`config.mk`:
```
export PLATFORM = sky130hd
export DESIGN_NAME = pipeline_hazard_controller_flat
export DESIGN_NICKNAME = d
export VERILOG_FILES = /design/src/rtl/pipeline_hazard_controller_pkg.sv /design/src/rtl/pipeline_hazard_controller_if.sv /design/src/rtl/pipeline_hazard_controller_hazard_detect.sv /design/src/rtl/pipeline_hazard_controller.sv /design/src/flat_wrapper.sv
export SDC_FILE = /design/constraint.sdc
export NUM_CORES = 1
export LEC_CHECK = 0
export ABC_AREA = 0
export CAP_MARGIN = 20
export CORE_MARGIN = 2
export CORE_UTILIZATION = 48
export DETAILED_ROUTE_END_ITERATION = 10
export MAX_ROUTING_LAYER = met4
export PLACE_DENSITY = 0.95
export SYNTH_ARGS = -nofsm -noshare
export SYNTH_HDL_FRONTEND = slang
export SYNTH_SLANG_ARGS = --single-unit
```
`constraint.sdc`:
```
create_clock -name clk -period 4.42 [get_ports clk]
set_input_delay 0.884 -clock clk [delete_from_list [all_inputs] [get_ports clk]]
set_output_delay 0.884 -clock clk [all_outputs]
set_load 0.005 [all_outputs]
```
`src/rtl/pipeline_hazard_controller_pkg.sv`:
```
// Shared definitions for the MIPS pipeline hazard logic.
// Holds the hazard-sequencer state encoding, the hard-wired zero
// register number and the width of the per-stage control bundle that
// a bubble clears.
package pipeline_pkg;

    typedef enum logic [1:0] {
        RUN      = 2'd0,
        MEM_WAIT = 2'd1,
        ERROR    = 2'd2
    } hz_state_t;

    localparam logic [4:0] REG_ZERO = 5'd0;
    localparam int         CTRL_W   = 18;

endpackage

```
`src/rtl/pipeline_hazard_controller_if.sv`:
```
// Bundle between the pipeline datapath and the hazard controller.
//   master : pipeline side, drives hazard sources, receives stage controls
//   slave  : controller side, reads hazard sources, drives stage controls
// Hazard sources : id_rs, id_rt, id_uses_rs, id_uses_rt, ex_mem_read,
//                  ex_dest, branch_taken, mem_req, mem_ready
// Stage controls : pc_en, if_id_en, if_id_flush, id_ex_en, id_ex_bubble,
//                  ex_mem_en, mem_wb_en, mem_wb_bubble
// Status         : mem_error, stall_cycles[CNT_W], state[2]
interface pipeline_hazard_controller_if #(
    parameter int CNT_W = 16
) ();
    logic [4:0]       id_rs;
    logic [4:0]       id_rt;
    logic             id_uses_rs;
    logic             id_uses_rt;
    logic             ex_mem_read;
    logic [4:0]       ex_dest;
    logic             branch_taken;
    logic             mem_req;
    logic             mem_ready;
    logic             pc_en;
    logic             if_id_en;
    logic             if_id_flush;
    logic             id_ex_en;
    logic             id_ex_bubble;
    logic             ex_mem_en;
    logic             mem_wb_en;
    logic             mem_wb_bubble;
    logic             mem_error;
    logic [CNT_W-1:0] stall_cycles;
    logic [1:0]       state;

    modport master (
        output id_rs, id_rt, id_uses_rs, id_uses_rt, ex_mem_read, ex_dest,
               branch_taken, mem_req, mem_ready,
        input  pc_en, if_id_en, if_id_flush, id_ex_en, id_ex_bubble,
               ex_mem_en, mem_wb_en, mem_wb_bubble, mem_error, stall_cycles,
               state
    );

    modport slave (
        input  id_rs, id_rt, id_uses_rs, id_uses_rt, ex_mem_read, ex_dest,
               branch_taken, mem_req, mem_ready,
        output pc_en, if_id_en, if_id_flush, id_ex_en, id_ex_bubble,
               ex_mem_en, mem_wb_en, mem_wb_bubble, mem_error, stall_cycles,
               state
    );
endinterface

```
`src/rtl/pipeline_hazard_controller_hazard_detect.sv`:
```
// Combinational load-use comparator.
// Flags when the load in EX writes a register the instruction in ID reads.
// Register 0 is hard-wired to zero, so a load targeting it never hazards.
//   id_rs, id_rt, id_uses_rs, id_uses_rt : ID operand fields and usage
//   ex_mem_read, ex_dest                 : EX load flag and destination
//   load_use                             : hazard present this cycle
module hazard_detect
    import pipeline_pkg::*;
(
    input  logic [4:0] id_rs,
    input  logic [4:0] id_rt,
    input  logic       id_uses_rs,
    input  logic       id_uses_rt,
    input  logic       ex_mem_read,
    input  logic [4:0] ex_dest,
    output logic       load_use
);
    assign load_use = ex_mem_read && (ex_dest != REG_ZERO) &&
                      ((id_uses_rs && (id_rs == ex_dest)) ||
                       (id_uses_rt && (id_rt == ex_dest)));
endmodule

```
`src/rtl/pipeline_hazard_controller.sv`:
```
// Stall/flush sequencer for the 5-stage MIPS pipeline.
// Produces per-stage enables and bubble/flush controls from load-use
// hazards, taken branches and the data-memory ready handshake, with a
// bounded wait that ends in a sticky error state.
//   clk, reset : pipeline clock, asynchronous active-high reset
//   bus        : hazard sources in, stage controls and status out
module pipeline_hazard_controller
    import pipeline_pkg::*;
#(
    parameter int DELAY_SLOT  = 1,
    parameter int MEM_TIMEOUT = 16,
    parameter int CNT_W       = 16
) (
    input  logic                         clk,
    input  logic                         reset,
    pipeline_hazard_controller_if.slave  bus
);
    localparam logic [7:0] TIMEOUT_LAST = 8'(MEM_TIMEOUT - 1);

    hz_state_t        state_q, state_d;
    logic [7:0]       wait_cnt, wait_cnt_d;
    logic             mem_error;
    logic [CNT_W-1:0] stall_cycles;
    logic             mem_stall;
    logic             load_use;
    logic             pc_en, if_id_en, if_id_flush, id_ex_en, id_ex_bubble;
    logic             ex_mem_en, mem_wb_en, mem_wb_bubble;

    function automatic logic [CNT_W-1:0] sat_inc(input logic [CNT_W-1:0] v);
        return (&v) ? v : v + CNT_W'(1);
    endfunction

    hazard_detect u_hazard_detect (
        .id_rs       (bus.id_rs),
        .id_rt       (bus.id_rt),
        .id_uses_rs  (bus.id_uses_rs),
        .id_uses_rt  (bus.id_uses_rt),
        .ex_mem_read (bus.ex_mem_read),
        .ex_dest     (bus.ex_dest),
        .load_use    (load_use)
    );

    assign mem_stall = bus.mem_req && !bus.mem_ready;

    always_comb begin
        state_d       = state_q;
        wait_cnt_d    = wait_cnt;
        pc_en         = 1'b0;
        if_id_en      = 1'b0;
        if_id_flush   = 1'b0;
        id_ex_en      = 1'b0;
        id_ex_bubble  = 1'b0;
        ex_mem_en     = 1'b0;
        mem_wb_en     = 1'b0;
        mem_wb_bubble = 1'b0;
        // Controls stay quiet while reset is held, and the error state
        // freezes the whole pipeline until the next reset.
        if (!reset && state_q != ERROR) begin
            if (mem_stall) begin
                // MEM/WB keeps clocking but takes a bubble so the stuck
                // access is not written back twice.
                mem_wb_en     = 1'b1;
                mem_wb_bubble = 1'b1;
                if (wait_cnt >= TIMEOUT_LAST) begin
                    state_d = ERROR;
                end else begin
                    state_d    = MEM_WAIT;
                    wait_cnt_d = wait_cnt + 8'd1;
                end
            end else begin
                state_d    = RUN;
                wait_cnt_d = 8'd0;
                id_ex_en   = 1'b1;
                ex_mem_en  = 1'b1;
                mem_wb_en  = 1'b1;
                if (load_use) begin
                    // Hold PC and IF/ID one cycle; the load moves on, so
                    // the hazard is gone when ID is re-evaluated.
                    id_ex_bubble = 1'b1;
                end else begin
                    pc_en       = 1'b1;
                    if_id_en    = 1'b1;
                    if_id_flush = bus.branch_taken && (DELAY_SLOT == 0);
                end
            end
        end
    end

    always_ff @(posedge clk or posedge reset) begin
        if (reset) begin
            state_q      <= RUN;
            wait_cnt     <= 8'd0;
            mem_error    <= 1'b0;
            stall_cycles <= '0;
        end else begin
            state_q  <= state_d;
            wait_cnt <= wait_cnt_d;
            if (state_d == ERROR) begin
                mem_error <= 1'b1;
            end
            if (!pc_en) begin
                stall_cycles <= sat_inc(stall_cycles);
            end
        end
    end

    assign bus.pc_en         = pc_en;
    assign bus.if_id_en      = if_id_en;
    assign bus.if_id_flush   = if_id_flush;
    assign bus.id_ex_en      = id_ex_en;
    assign bus.id_ex_bubble  = id_ex_bubble;
    assign bus.ex_mem_en     = ex_mem_en;
    assign bus.mem_wb_en     = mem_wb_en;
    assign bus.mem_wb_bubble = mem_wb_bubble;
    assign bus.mem_error     = mem_error;
    assign bus.stall_cycles  = stall_cycles;
    assign bus.state         = state_q;
endmodule

```
`src/flat_wrapper.sv`:
```
// flat-port wrapper written by rule: the top's interface ports become plain ports
module pipeline_hazard_controller_flat import pipeline_pkg::*;
#(
    parameter int DELAY_SLOT  = 1,
    parameter int MEM_TIMEOUT = 16,
    parameter int CNT_W       = 16
)
  (clk, reset, bus_id_rs, bus_id_rt, bus_id_uses_rs, bus_id_uses_rt, bus_ex_mem_read, bus_ex_dest, bus_branch_taken, bus_mem_req, bus_mem_ready, bus_pc_en, bus_if_id_en, bus_if_id_flush, bus_id_ex_en, bus_id_ex_bubble, bus_ex_mem_en, bus_mem_wb_en, bus_mem_wb_bubble, bus_mem_error, bus_stall_cycles, bus_state);
  pipeline_hazard_controller_if #(.CNT_W(CNT_W)) bus_i ();
  input  logic clk;
  input  logic reset;
  input wire logic [$bits(bus_i.id_rs)-1:0] bus_id_rs;
  input wire logic [$bits(bus_i.id_rt)-1:0] bus_id_rt;
  input wire logic [$bits(bus_i.id_uses_rs)-1:0] bus_id_uses_rs;
  input wire logic [$bits(bus_i.id_uses_rt)-1:0] bus_id_uses_rt;
  input wire logic [$bits(bus_i.ex_mem_read)-1:0] bus_ex_mem_read;
  input wire logic [$bits(bus_i.ex_dest)-1:0] bus_ex_dest;
  input wire logic [$bits(bus_i.branch_taken)-1:0] bus_branch_taken;
  input wire logic [$bits(bus_i.mem_req)-1:0] bus_mem_req;
  input wire logic [$bits(bus_i.mem_ready)-1:0] bus_mem_ready;
  output wire logic [$bits(bus_i.pc_en)-1:0] bus_pc_en;
  output wire logic [$bits(bus_i.if_id_en)-1:0] bus_if_id_en;
  output wire logic [$bits(bus_i.if_id_flush)-1:0] bus_if_id_flush;
  output wire logic [$bits(bus_i.id_ex_en)-1:0] bus_id_ex_en;
  output wire logic [$bits(bus_i.id_ex_bubble)-1:0] bus_id_ex_bubble;
  output wire logic [$bits(bus_i.ex_mem_en)-1:0] bus_ex_mem_en;
  output wire logic [$bits(bus_i.mem_wb_en)-1:0] bus_mem_wb_en;
  output wire logic [$bits(bus_i.mem_wb_bubble)-1:0] bus_mem_wb_bubble;
  output wire logic [$bits(bus_i.mem_error)-1:0] bus_mem_error;
  output wire logic [$bits(bus_i.stall_cycles)-1:0] bus_stall_cycles;
  output wire logic [$bits(bus_i.state)-1:0] bus_state;
  assign bus_i.id_rs = bus_id_rs;
  assign bus_i.id_rt = bus_id_rt;
  assign bus_i.id_uses_rs = bus_id_uses_rs;
  assign bus_i.id_uses_rt = bus_id_uses_rt;
  assign bus_i.ex_mem_read = bus_ex_mem_read;
  assign bus_i.ex_dest = bus_ex_dest;
  assign bus_i.branch_taken = bus_branch_taken;
  assign bus_i.mem_req = bus_mem_req;
  assign bus_i.mem_ready = bus_mem_ready;
  assign bus_pc_en = bus_i.pc_en;
  assign bus_if_id_en = bus_i.if_id_en;
  assign bus_if_id_flush = bus_i.if_id_flush;
  assign bus_id_ex_en = bus_i.id_ex_en;
  assign bus_id_ex_bubble = bus_i.id_ex_bubble;
  assign bus_ex_mem_en = bus_i.ex_mem_en;
  assign bus_mem_wb_en = bus_i.mem_wb_en;
  assign bus_mem_wb_bubble = bus_i.mem_wb_bubble;
  assign bus_mem_error = bus_i.mem_error;
  assign bus_stall_cycles = bus_i.stall_cycles;
  assign bus_state = bus_i.state;
  pipeline_hazard_controller #(.DELAY_SLOT(DELAY_SLOT), .MEM_TIMEOUT(MEM_TIMEOUT), .CNT_W(CNT_W)) u_core (.clk(clk), .reset(reset), .bus(bus_i));
endmodule
```
# ---- Yosys cells after proc, flatten, opt, wreduce, memory -nomap -nowiden
# Index checks and enable logic that the tools add are counted.
dict set report word_totals {
  reg_bits 27
  out_inout_bits 27
  word_cells 43
}
dict set report op_classes {
  add_sub_neg 2
  n_lt_le_gt_ge 1
  n_eq_ne 5
  mux 16
  bitwise_logic 2
  n_reduce_logical 13
}
# cell count
set ops {}
lappend ops {{$add 16x1->16 const B} 1}
lappend ops {{$mux 8} 2}
lappend ops {{$reduce_and 16->1} 1}
lappend ops {{$mux 1} 11}
lappend ops {{$eq 5x5->1} 2}
lappend ops {{$add 8x1->8 const B} 1}
lappend ops {{$ge 8x4->1 const B} 1}
lappend ops {{$logic_and 1x1->1} 6}
lappend ops {{$mux 2} 3}
lappend ops {{$reduce_bool 5->1} 1}
lappend ops {{$ne 2x2->1 const B} 2}
lappend ops {{$reduce_and 2->1} 2}
lappend ops {{$eq 2x2->1 const B} 1}
lappend ops {{$logic_not 1->1} 2}
lappend ops {{$not 1->1} 2}
lappend ops {{$logic_or 1x1->1} 1}

# ---- Depth between registers and ports, before layout
dict set report logic_depth {
  ltp_word 9
  ltp_mapped 8
  ltp_nobuf 7
}

# ---- Modules after synthesis
# Synthesis repeated with hierarchy kept, for this count alone.
dict set report hier_totals {
  hier_cells 145
  hier_area_um2 1531.5
}
# mod n_inst cells_each area_per_inst_um2 seq_area_each_um2
set by_module_without_submodules {}
lappend by_module_without_submodules {pipeline_hazard_controller 1 128 1397.6 675.6}
lappend by_module_without_submodules {hazard_detect 1 17 133.9 0.0}

# ---- Worst setup path before layout
# No wires, ideal clock.
dict set report synth_path {
  path_kind {in2out}
  start {input bus_ex_dest[0]}
  end {output bus_pc_en}
  t_arrival_ns 2.021
  required_ns 3.536
  setup_slack_ns 1.515
  cell_stages 4
  cell_sequence {or4_1 -> o21a_2 -> a21boi_4 -> buf_4}
}
dict set report synth_between {
  elab_chain_cells 7
}
# element line
set synth_lines {}
lappend synth_lines {{from (decl)} flat_wrapper.sv:17} ;# input wire logic [$bits(bus_i.ex_dest)-1:0] bus_ex_dest;
lappend synth_lines {{$eq 5x5->1, on equally long branches} {pipeline_hazard_controller_hazard_detect.sv:19, pipeline_hazard_controller_hazard_detect.sv:20}}
lappend synth_lines {{$logic_and 1x1->1, on equally long branches} {pipeline_hazard_controller_hazard_detect.sv:19, pipeline_hazard_controller_hazard_detect.sv:20}}
lappend synth_lines {{$logic_or 1x1->1} pipeline_hazard_controller_hazard_detect.sv:19} ;# ((id_uses_rs && (id_rs == ex_dest)) ||
lappend synth_lines {{$logic_and 1x1->1 *} pipeline_hazard_controller_hazard_detect.sv:18} ;# assign load_use = ex_mem_read && (ex_dest != REG_ZERO) &&
lappend synth_lines {{$mux 1 * (3 in series)} -}
lappend synth_lines {{to (decl)} flat_wrapper.sv:21} ;# output wire logic [$bits(bus_i.pc_en)-1:0] bus_pc_en;
# Mark *: on every way between the ends. The rest lies on a longest branch, timed or not.

# ---- Final worst setup path
dict set report layout_path {
  start {input bus_ex_dest[0]}
  end {output bus_if_id_en}
}
dict set report layout_between {
  elab_chain_cells 7
}
# element line
set layout_lines {}
lappend layout_lines {{$eq 5x5->1, on equally long branches} {pipeline_hazard_controller_hazard_detect.sv:19, pipeline_hazard_controller_hazard_detect.sv:20}}
lappend layout_lines {{$logic_and 1x1->1, on equally long branches} {pipeline_hazard_controller_hazard_detect.sv:19, pipeline_hazard_controller_hazard_detect.sv:20}}
lappend layout_lines {{$logic_or 1x1->1} pipeline_hazard_controller_hazard_detect.sv:19}
lappend layout_lines {{$logic_and 1x1->1 *} pipeline_hazard_controller_hazard_detect.sv:18}
lappend layout_lines {{$mux 1 *} pipeline_hazard_controller.sv:76} ;# if (load_use) begin
lappend layout_lines {{$mux 1 *} pipeline_hazard_controller.sv:59} ;# if (mem_stall) begin
lappend layout_lines {{$mux 1 *} pipeline_hazard_controller.sv:58} ;# if (!reset && state_q != ERROR) begin
lappend layout_lines {{to (decl)} flat_wrapper.sv:22} ;# output wire logic [$bits(bus_i.if_id_en)-1:0] bus_if_id_en;
# Marks and branches as above.

==> run metrics <==
outcome=complete, no violations; largest area contributor in the netlist=dfrtp_1; hold buffers post-CTS=0; TritonCTS buffer count=3; static leakage=0.797 nW; setup violators final=0; vias per cell=5.54; Root Driver=clkbuf_4; antenna viol nets, final=0; Clock transition at path regs=140 ps; Starting Density=49.0%; fraction of layout cells with a size suffix above 1=10.1%; Sw Share=34.3%; Critical Path AT=3020 ps; synth warn=0; first-pass GRT wire length=5620 um; Slew Viols, Final=0; commonest non-fill, non-tap cell in the layout=clkdlybuf4s50_1; HPWL Detailed=2700 um; Post-CTS Resized=0; worst min-delay path class=reg -> reg; synth top area cells=dfrtp_1 (46%), xnor2_1 (7.2%), xor2_1 (7.2%), nor3_2 (4.8%), nand2_1 (3.9%); Sw Pwr=0.000290 W; CTS max path bufs=2; top cell type's share of synthesized area=46.3%; PnR worst setup slack=518 ps; CP endpoint kind=output port; Setup Buffers After CTS=0; Comb pwr share=41.0%; Inserted Diodes=0; type of origin of the critical path=input port; sequential share of the synthesized area=46.3%; initial antenna violation count=0; CP Class=in -> out; Max Cap Viol=0; Tcrit/Tclk final=88.3%; Cell Pwr Density=421 mW/mm2; grt total ovfl=0; Seq cells post-synth=27; Synthesized Nets=164; Pint=0.000554 W; synth unique cells=31; Rows=20; H-tree depth=1; placer congestion estimate=0.829; pin count of the biggest net entering global routing=30; Mapped Avg Cell Area=10.5 um2; final net count=214; Max Freq=256 MHz; RSZ-0062 raised after global routing=no; Area Growth Syn to Fin=37.2%; Req. time, crit path=3540 ps; Max Clock Skew=6.78 ps; vias post-DR=1225; Slew HR=65.8%; die span in x=59.2 um; fillers=242; # clock sinks=27; full die area=0.00350 mm2; die height=59.2 um; CTS tree=done; Placed Instances=216; Cell Count, Final, Fillers Out=221; final hold viol count=0; drt drc=0; sequential share of power=46.3%; synthesized cell area=0.00146 mm2; pre-CTS WS=517 ps; crit path max fanout=8; gr usage total=21.9%; Routed wire per std cell=15.2 um; Top Ports=50; core area=0.00298 mm2; clock power share=12.7%; most frequent cells in the layout=clkdlybuf4s50_1 (47), dfrtp_1 (27), nand2_1 (15); latest clock arrival within the worst-skew pair=320 ps; Final min period=3900 ps; final setup TNS=0 ps; Iter 0 DRT Violations=32; Mapped Cells=139; Worst Tran Pin Value=513 ps; drt total wl=3350 um; vias in the first global route=1301; TritonRoute pass-1 iters=4; Worst VDD drop=156 uV; port buffer count=47
[critical path, stage by stage]
cell and delay (ps):
clkdlybuf4s50_1 490, or4_1 540, o21a_2 260, a21boi_4 280
clkdlybuf4s50_1 570
[metrics by stage]
stage | power [W] | util [%] | area [um2] | hold slack, ps
6_report | 0.000844 | 67.3 | 2000 | 511
5_1_grt | 0.000898 | 67.3 | 2000 | 522
4_1_cts | 0.000846 | 66.3 | 1980 | 511
3_5_place_dp | 0.000740 | 65.3 | 1950 | 472
3_3_place_gp | 0.000715 | 65.3 | 1950 | 472
2_1_floorplan | 0.000545 | - | 1460 | 455
[synthesized netlist by cell type]
cell type  number
o22a_1          1
o41a_1          1
nor3_1          4
a311o_1         1
o21a_1          1
inv_1           4
nor2_1         10
o21ai_0         2
or2_2           1
and2_1          4
buf_4           3
nor3_2          7
nand2_1        15
or4_1           1
xor2_1         12
a31oi_4         1
a32o_1          1
nand3_1         5
conb_1          1
nor4_1          3
o22ai_1         1
xnor2_1        12
nor2b_1         5
a21boi_4        1
buf_6           1
ha_1            2
o21a_2          1
nand4_1         8
and3_1          1
dfrtp_1        27
mux2_4          2
[state kept, by name (all words and copies together) (netlist names)]
register,cells
u_core.bus.stall_cycles,16
u_core.bus.mem_error,1
u_core.wait_cnt,8
u_core.bus.state,2
[per-layer routing]
layer  vias up  routed length, um  track usage [%]
li1        575                  -                -
met1       597               1230             22.3
met2        47               1900             42.4
met3         6                166             2.40
met4         0                 53             8.44
met5         -                  0                -
[power by group through the flow]
stage          Combinational, W  Clock [W]  Sequential, W
6_report               0.000346   0.000107       0.000391
5_1_grt                0.000377   0.000119       0.000403
4_1_cts                0.000346   0.000110       0.000390
3_5_place_dp           0.000344          0       0.000396
3_3_place_gp           0.000329          0       0.000386
2_1_floorplan          0.000160          0       0.000385
[path summary, 6_finish.rpt]
kind / from / cells after the start / slack (ps) / endpoint
setup / recovery: bus_ex_dest[0] / 5 / 520 / bus_if_id_en
hold / removal: u_core.bus.stall_cycles[6] / 1 / 510 / u_core.bus.stall_cycles[6]
setup reg to reg: u_core.bus.stall_cycles[0] / 6 / 2230 / u_core.bus.stall_cycles[1]
hold reg to reg: u_core.bus.stall_cycles[6] / 1 / 510 / u_core.bus.stall_cycles[6]
max in group asynchronous: reset / 3 / 3100 / u_core.bus.stall_cycles[2]
min in group asynchronous: reset / 2 / 910 / u_core.bus.stall_cycles[0]
[final cells by class]
class | count | area (um2) | area share, %
Timing Repair Buffer | 49 | 505 | 25.2
Clock inverter | 1 | 7.51 | 0.375
Inverter | 4 | 15.0 | 0.750
Clock buffer | 3 | 22.5 | 1.12
Multi-Input combinational cell | 104 | 736 | 36.7
Sequential cell | 27 | 676 | 33.7
Tap cell | 33 | 41.3 | 2.06
[cells by family after synthesis]
group / share of synthesized area (%)
and+or+nand+nor: 24.3
xor gates and xnor gates: 14.4
buffers and inverters: 3.34
AOI/OAI and AO/OA: 7.71
DFF: 46.3
adders and majority gates: 1.71
muxes: 2.06
other: 0.257
(Power assumes the default switching activity.)
